--- src/rtl/gf16_inverse_seq_pkg.sv ---
// Shared definitions for the GF(2^4) inverse unit (polynomial x^4+x+1).
// Holds the reduction constant, the serial multiply length, the FSM state
// encoding, the multiplier operand-select encoding and the xtime helper.
package gf16_inverse_seq_pkg;

   // Low terms of the reduction polynomial: x^4 = x + 1.
   localparam logic [3:0] POLY_LOW = 4'b0011;
   // Cycles per serial multiply: 1 load + 4 bit iterations. Tied to the 4-bit width.
   localparam int MUL_CYC = 5;

   typedef enum logic [2:0] {
      S_IDLE = 3'd0,
      S_M1   = 3'd1,
      S_M2   = 3'd2,
      S_M3   = 3'd3,
      S_M4   = 3'd4,
      S_M5   = 3'd5,
      S_FIN  = 3'd6
   } state_t;

   typedef enum logic [1:0] {
      SRC_A = 2'd0,
      SRC_R = 2'd1,
      SRC_S = 2'd2
   } src_t;

   // Multiply by x, reducing the overflow bit back into the low terms.
   function automatic logic [3:0] xtime(input logic [3:0] v);
      return {v[2:0], 1'b0} ^ (v[3] ? POLY_LOW : 4'h0);
   endfunction

endpackage

--- src/rtl/gf16_inverse_seq_if.sv ---
// Handshake bundle for gf16_inverse_seq.
//   start    : request pulse (master -> slave), sampled only when busy=0
//   operand  : element a, captured with an accepted start
//   busy     : operation in progress, including the done cycle
//   done     : one-cycle completion pulse
//   result   : a^-1, held until the next done
//   zero_err : set with done when a==0, held until the next done
interface gf16_inverse_seq_if;
   logic       start;
   logic [3:0] operand;
   logic       busy;
   logic       done;
   logic [3:0] result;
   logic       zero_err;

   modport master (output start, operand, input busy, done, result, zero_err);
   modport slave  (input start, operand, output busy, done, result, zero_err);
endinterface

--- src/rtl/gf16_inverse_seq_mul_serial.sv ---
// Serial MSB-first shift-XOR multiplier over GF(2^4).
//   clk, rst : clock, asynchronous active-high reset (aborts a multiply)
//   ld       : load x/y and clear the accumulator
//   x, y     : operands, sampled on the ld edge
//   p        : product; valid while p_vld is high
//   p_vld    : high in the last iteration cycle, the fifth cycle counting
//              the load cycle as the first
// The final iteration is presented combinationally on p so the caller can
// write the product back on the same edge that would otherwise only update
// the accumulator; this keeps each multiply at exactly five cycles.
module gf16_mul_serial
   import gf16_inverse_seq_pkg::*;
(
   input  logic       clk,
   input  logic       rst,
   input  logic       ld,
   input  logic [3:0] x,
   input  logic [3:0] y,
   output logic [3:0] p,
   output logic       p_vld
);

   logic [3:0] xr, yr, acc, acc_nxt;
   logic [1:0] idx;
   logic       run;

   // acc' = xtime(acc) ^ (y[i] ? x : 0), walking y from bit 3 down to bit 0.
   assign acc_nxt = xtime(acc) ^ (yr[idx] ? xr : 4'h0);
   assign p       = acc_nxt;
   assign p_vld   = run && (idx == 2'd0);

   always_ff @(posedge clk or posedge rst) begin
      if (rst) begin
         xr  <= 4'h0;
         yr  <= 4'h0;
         acc <= 4'h0;
         idx <= 2'd0;
         run <= 1'b0;
      end else if (ld) begin
         xr  <= x;
         yr  <= y;
         acc <= 4'h0;
         idx <= 2'd3;
         run <= 1'b1;
      end else if (run) begin
         acc <= acc_nxt;
         idx <= idx - 2'd1;
         run <= (idx != 2'd0);
      end
   end

endmodule

--- src/rtl/gf16_inverse_seq.sv ---
// Sequential multiplicative inverse over GF(2^4): a^-1 = a^14, built from
// a^2, a^4, a^6, a^8, a^14 with one shared serial multiplier.
//   clk  : rising-edge clock
//   rst  : asynchronous active-high reset; an interrupted operation yields no done
//   bus  : start/operand in, busy/done/result/zero_err out
// Latency is fixed: done is in the 26th cycle after the start-sampling edge
// (five 5-cycle multiplies plus the done cycle), independent of the data.
module gf16_inverse_seq
   import gf16_inverse_seq_pkg::*;
(
   input  logic               clk,
   input  logic               rst,
   gf16_inverse_seq_if.slave  bus
);

   localparam logic [2:0] CNT_LAST = 3'(MUL_CYC - 1);

   state_t     state, state_nxt, step_nxt;
   logic [2:0] cnt, cnt_nxt;
   logic [3:0] a, r, s, x, y, p, result_q;
   logic       zero_q, p_vld, ld, in_mul;
   logic       cap_a, wr_r, wr_s, wr_res;
   src_t       src_x, src_y;

   function automatic logic [3:0] pick(input src_t sel, input logic [3:0] va,
                                       input logic [3:0] vr, input logic [3:0] vs);
      case (sel)
         SRC_A:   return va;
         SRC_R:   return vr;
         SRC_S:   return vs;
         default: return 4'h0;
      endcase
   endfunction

   assign x = pick(src_x, a, r, s);
   assign y = pick(src_y, a, r, s);

   gf16_mul_serial u_mul (
      .clk   (clk),
      .rst   (rst),
      .ld    (ld),
      .x     (x),
      .y     (y),
      .p     (p),
      .p_vld (p_vld)
   );

   always_ff @(posedge clk or posedge rst) begin
      if (rst) begin
         state <= S_IDLE;
         cnt   <= 3'd0;
      end else begin
         state <= state_nxt;
         cnt   <= cnt_nxt;
      end
   end

   always_comb begin
      state_nxt = state;
      step_nxt  = S_IDLE;
      cnt_nxt   = 3'd0;
      in_mul    = 1'b0;
      ld        = 1'b0;
      cap_a     = 1'b0;
      wr_r      = 1'b0;
      wr_s      = 1'b0;
      wr_res    = 1'b0;
      src_x     = SRC_A;
      src_y     = SRC_A;
      case (state)
         S_IDLE: if (bus.start) begin
            cap_a     = 1'b1;
            state_nxt = S_M1;
         end
         S_M1: begin in_mul = 1'b1; step_nxt = S_M2;                 wr_r = p_vld; end
         S_M2: begin in_mul = 1'b1; step_nxt = S_M3; src_x = SRC_R; src_y = SRC_R; wr_s = p_vld; end
         S_M3: begin in_mul = 1'b1; step_nxt = S_M4; src_x = SRC_R; src_y = SRC_S; wr_r = p_vld; end
         S_M4: begin in_mul = 1'b1; step_nxt = S_M5; src_x = SRC_S; src_y = SRC_S; wr_s = p_vld; end
         S_M5: begin
            in_mul = 1'b1; step_nxt = S_FIN; src_x = SRC_R; src_y = SRC_S;
            wr_r   = p_vld;
            wr_res = p_vld;
         end
         S_FIN:   state_nxt = S_IDLE;
         default: state_nxt = S_IDLE;
      endcase
      // Common step sequencing: load on count 0, advance after the last iteration.
      if (in_mul) begin
         ld = (cnt == 3'd0);
         if (cnt == CNT_LAST) state_nxt = step_nxt;
         else                 cnt_nxt   = cnt + 3'd1;
      end
   end

   always_ff @(posedge clk or posedge rst) begin
      if (rst) begin
         a        <= 4'h0;
         r        <= 4'h0;
         s        <= 4'h0;
         result_q <= 4'h0;
         zero_q   <= 1'b0;
      end else begin
         if (cap_a) a <= bus.operand;
         if (wr_r)  r <= p;
         if (wr_s)  s <= p;
         // Result is taken straight from the final product so it is already
         // registered in the done cycle.
         if (wr_res) begin
            result_q <= p;
            zero_q   <= (a == 4'h0);
         end
      end
   end

   assign bus.busy     = (state != S_IDLE);
   assign bus.done     = (state == S_FIN);
   assign bus.result   = result_q;
   assign bus.zero_err = zero_q;

endmodule

--- src/flat_wrapper.sv ---
// flat-port wrapper written by rule: the top's interface ports become plain ports
module gf16_inverse_seq_flat import gf16_inverse_seq_pkg::*;
  (clk, rst, bus_start, bus_operand, bus_busy, bus_done, bus_result, bus_zero_err);
  gf16_inverse_seq_if bus_i ();
  input  logic clk;
  input  logic rst;
  input wire logic [$bits(bus_i.start)-1:0] bus_start;
  input wire logic [$bits(bus_i.operand)-1:0] bus_operand;
  output wire logic [$bits(bus_i.busy)-1:0] bus_busy;
  output wire logic [$bits(bus_i.done)-1:0] bus_done;
  output wire logic [$bits(bus_i.result)-1:0] bus_result;
  output wire logic [$bits(bus_i.zero_err)-1:0] bus_zero_err;
  assign bus_i.start = bus_start;
  assign bus_i.operand = bus_operand;
  assign bus_busy = bus_i.busy;
  assign bus_done = bus_i.done;
  assign bus_result = bus_i.result;
  assign bus_zero_err = bus_i.zero_err;
  gf16_inverse_seq u_core (.clk(clk), .rst(rst), .bus(bus_i));
endmodule
--- config.mk ---
export PLATFORM = sky130hd
export DESIGN_NAME = gf16_inverse_seq_flat
export DESIGN_NICKNAME = d
export VERILOG_FILES = /design/src/rtl/gf16_inverse_seq_pkg.sv /design/src/rtl/gf16_inverse_seq_if.sv /design/src/rtl/gf16_inverse_seq_mul_serial.sv /design/src/rtl/gf16_inverse_seq.sv /design/src/flat_wrapper.sv
export SDC_FILE = /design/constraint.sdc
export NUM_CORES = 1
export LEC_CHECK = 0
export ABC_CLOCK_PERIOD_IN_PS = 1680
export CORE_ASPECT_RATIO = 0.75
export CORE_MARGIN = 2
export CORE_UTILIZATION = 52
export CTS_CLUSTER_SIZE = 25
export DETAILED_ROUTE_END_ITERATION = 12
export PLACE_DENSITY = 0.74
export SYNTH_ARGS = -nofsm -noshare
export SYNTH_HDL_FRONTEND = slang
export SYNTH_SLANG_ARGS = --single-unit
--- constraint.sdc ---
create_clock -name clk -period 1.68 [get_ports clk]
set_clock_uncertainty 0.2 [all_clocks]
set_input_delay 0.336 -clock clk [delete_from_list [all_inputs] [get_ports clk]]
set_output_delay 0.336 -clock clk [all_outputs]
set_load 0.03 [all_outputs]
==> results of run 1 <==
-- metal layers --
layer  share of wire, %  vias to the layer above  wire (um)
met4                1.9                        0        101
li1                   -                      769          -
met3                4.2                       11        221
met2                 47                       42       2480
met5                  0                        -          0
met1                 47                      842       2470
-- final cells by class --
cell class | count | share of cell area [%]
multi-input cells | 141 | 43.3
repair buffers | 47 | 16.1
flip-flops and latches | 38 | 33.6
inverters | 7 | 0.924
clock buffers | 5 | 2.42
clock inverters | 3 | 1.41
well taps | 52 | 2.29
-- power by group --
| part | internal (W) | switching (W) | total (W) |
|---|---|---|---|
| Combinational | 0.00190 | 0.00198 | 0.00388 |
| Clock | 0.000437 | 0.000333 | 0.000770 |
| Sequential | 0.00135 | 0.000482 | 0.00183 |
-- Yosys cell counts --
cell type,number,area [um2]
and3_1,6,37.5
nor4_1,1,6.26
nand2b_1,8,50.1
nand2_1,18,67.6
buf_6,4,45.0
nor2_1,11,41.3
a211oi_4,1,20.0
buf_1,1,3.75
o211ai_1,1,7.51
mux2i_1,5,50.1
o41ai_2,2,32.5
nand3_1,2,10.0
mux2_2,14,158
inv_1,7,26.3
nor2b_1,2,12.5
a21o_1,1,7.51
nand3b_1,1,7.51
o2111a_1,1,11.3
xnor2_1,2,17.5
o22ai_1,4,25.0
and2b_1,1,7.51
nand4b_2,1,15.0
a21oi_2,1,8.76
dfrtp_1,38,951
nor2_2,7,43.8
a21oi_1,15,75.1
o21ai_0,7,35.0
ha_1,3,37.5
a31oi_1,3,18.8
nor3_1,7,35.0
clkbuf_1,1,3.75
nor3_2,3,30.0
or3_4,1,11.3
xor2_1,4,35.0
and4b_1,1,10.0
and2_1,1,6.26
buf_2,3,15.0
nor2_4,1,11.3
o21ai_2,4,35.0
nand2b_2,1,8.76
buf_4,1,7.51
-- cells in the final DEF (no fill, tap or decap), types with 2 or more instances in the layout --
cell type,instances
xor2_2,2
a21oi_1,12
nor2b_1,2
o21ai_2,4
buf_6,12
nor3_1,7
mux2_4,13
o21ai_0,6
inv_2,2
buf_12,3
nand2_1,16
dlygate4sd2_1,5
and3_1,5
dfrtp_1,35
ha_1,2
nor2_1,9
dfrtp_2,3
o41ai_2,2
o22ai_4,4
nand2b_4,3
nor2_2,6
inv_1,5
mux2i_1,5
nor3_2,3
a21oi_2,4
a31oi_1,3
clkbuf_8,5
nor2_4,4
clkdlybuf4s50_1,6
buf_4,21
clkinv_2,2
nand2b_1,6
-- repair_timing --
action,CTS,global route
setup buffers,8,1
pin swaps,8,5
gates resized for setup,40,27
cloned,0,0
setup endpoints to repair,31,35
-- per-stage QoR --
step / setup WS, ns / instances
final: -0.145 / 293
after detailed placement: -0.169 / 276
after CTS: -0.173 / 292
after global routing: -0.173 / 293
after global placement: -0.104 / 276
after floorplan: -0.0973 / 196
-- registers in the layout, summed over array words and instances, names as in the netlist --
name	count
u_core.bus.result	4
u_core.u_mul.yr	4
u_core.u_mul.run	1
u_core.a	4
u_core.state	3
u_core.u_mul.acc	4
u_core.bus.zero_err	1
u_core.u_mul.idx	2
u_core.s	4
u_core.cnt	3
u_core.r	4
u_core.u_mul.xr	4
-- how the worst min path moves through the flow --
stage | endpoint | slack, ns | cells after the start
2_1_floorplan | u_core.u_mul.yr[3]$_DFFE_PP0P_ | 0.25 | 2
3_3_place_gp | u_core.u_mul.yr[3]$_DFFE_PP0P_ | 0.29 | 2
3_5_place_dp | u_core.u_mul.yr[3]$_DFFE_PP0P_ | 0.29 | 2
4_1_cts | u_core.s[0]$_DFFE_PP0P_ | 0.20 | 3
5_1_grt | u_core.state[0]$_DFF_PP0_ | 0.24 | 3
6_report | u_core.state[0]$_DFF_PP0_ | 0.19 | 3
-- worst reg2reg max path: cells and delay by family, from the launching register on --
kind / cells / cell delay, ns
buffers and inverters: 1 / 0.15
DFF: 1 / 0.43
muxes: 1 / 0.33
and+or+nand+nor: 2 / 0.59
-- cell families (layout without fill, tap and decap cells) --
family,count (synthesis),in the layout,share of synthesized area [%]
AND/OR/NAND/NOR,73,73,20.2
multiplexers,19,19,10.2
buffers and inverters,17,62,4.97
flip-flops,38,38,46.7
XOR/XNOR,6,6,2.58
AO/OA/AOI/OAI,40,40,13.6
adder cells (fa/ha/maj),3,3,1.84
==> impl_results.md, run 1 <==
- Die area: 4440 um2
- Largest net degree at the start of global routing: 39
- RR Startpoint: u_core.state[2]$_DFF_PP0_
- Drt total wl: 5270 um
- Overflow after GRT: 0
- RR Endpoint: u_core.a[3]$_DFFE_PP0P_
- Static Leak: 1.29 nW
- Hold WS: 0.192 ns
- Dpl hpwl: 3400 um
- CTS buffer count: 5
- Vias in the first global route: 1670
- Max stage delay on crit path: 0.43 ns
- Violated checks: setup timing
- Layout fillers: 246
- Crit-path max FO: 4
- Met1 Usage GRT: 34.3%
- Critical setup path kind: flip-flop to primary output
- Worst slew pin tran: 0.364 ns
- Initial antenna violation count: 0
- Max_cap viols: 0
- Clock-pin slew of the registers on the worst-case setup and hold paths: 0.07 ns
- H-Tree Depth: 2
- Max IR drop VDD: 0.00121 V
- Row count: 19
- Register area: 955 um2
- Ordered cell list for the critical path: or3_4 -> buf_6
- Routability cong.: 0.897
- Placed inst area: 2390 um2
- Via count: 1664
- Sequential fraction of the synthesis area: 46.7%
- CTS tree: done
- Cells after Synth: 196
- Post-route cell area: 2840 um2
- Worst EP required: 1.14 ns
- Clock Tree Buf Depth: 2
- Final WS setup: -0.145 ns
- Final setup TNS: -1.69 ns
- Max-slew violations: 0
- Power per standard cell area: 2280 nW/um2
- Initial Utilization: 55.0%
- Slowest CP cell: dfrtp_1
- Crit end category: primary output
- Synth unique cells: 41
- DIE WIDTH: 76.3 um
- Synthesized area: 2040 um2
- First-pass GRT wire length: 8490 um
- Worst R2R Path Depth: 4
- Clock net sink count: 38
- Tot Pwr: 0.00648 W
- Initial detailed-routing violation count: 161
- Levels on crit path: 2
- Drc violations: 0
- Seq cells post-synth: 38
- DR WL/cell: 18.0 um
- GRT met2 Usage: 41.6%
- Post-Syn Nets: 206
- Final Hold Vio Count: 0
- Yosys warns: 0
- Die Y: 58.2 um
- Flop2flop setup slack: -0.13 ns
- Setup violations, final: 29
- Post-Route Utilization: 76.7%
- Final worst path period need: 1.82 ns
- Hold-fix buffers, CTS: 0
- CP Capture Point: bus_busy
- Period utilization: 109%
- Worst Setup Start Kind: flip-flop
- Inserted Diodes: 0
- F_max: 0.548 GHz
- Run status: complete, but fails checks
- Post-route antenna net violation count: 0
- Buffers & Inverters on Critical Path: 1
- Total GRT Usage: 25.5%
- Worst min-delay path class: input port to async pin
- Via density: 5.68
- I/O Buffers: 13
- Layout cell share with drive strength beyond 1: 44.0%
- Core area: 3710 um2
- Met3 usage: 5.61%
- Final-stage net count: 250
- RSZ-0062 raised after global routing: true
- GRT busiest layer: met2
- CTS root buf: clkbuf_8
- Syn Area/Cell: 10.4 um2
- Slew HR: 75.6%
- Worst-Skew Late Latency: 0.29 ns
- Layout area overhead: 39.5%
- Crit path launch: u_core.state[2]$_DFF_PP0_
- Ports: 14
- DRT Pass-1 Iters: 4
- Arrival @ worst endpoint: 1.29 ns
- Cell class contributing the biggest share of worst-path delay: flip-flops
- Multi-input gate area: 1230 um2
Power figures use the tool's default switching activity.
==> run 2: changes to the inputs <==
--- a/config.mk
+++ b/config.mk
@@ -12,6 +12,7 @@
 export CTS_CLUSTER_SIZE = 25
 export DETAILED_ROUTE_END_ITERATION = 12
 export PLACE_DENSITY = 0.74
+export SLEW_MARGIN = 20
 export SYNTH_ARGS = -nofsm -noshare
 export SYNTH_HDL_FRONTEND = slang
 export SYNTH_SLANG_ARGS = --single-unit
==> results of run 2 <==
No change in the layout: final DEF, timing and power equal those of run 1.
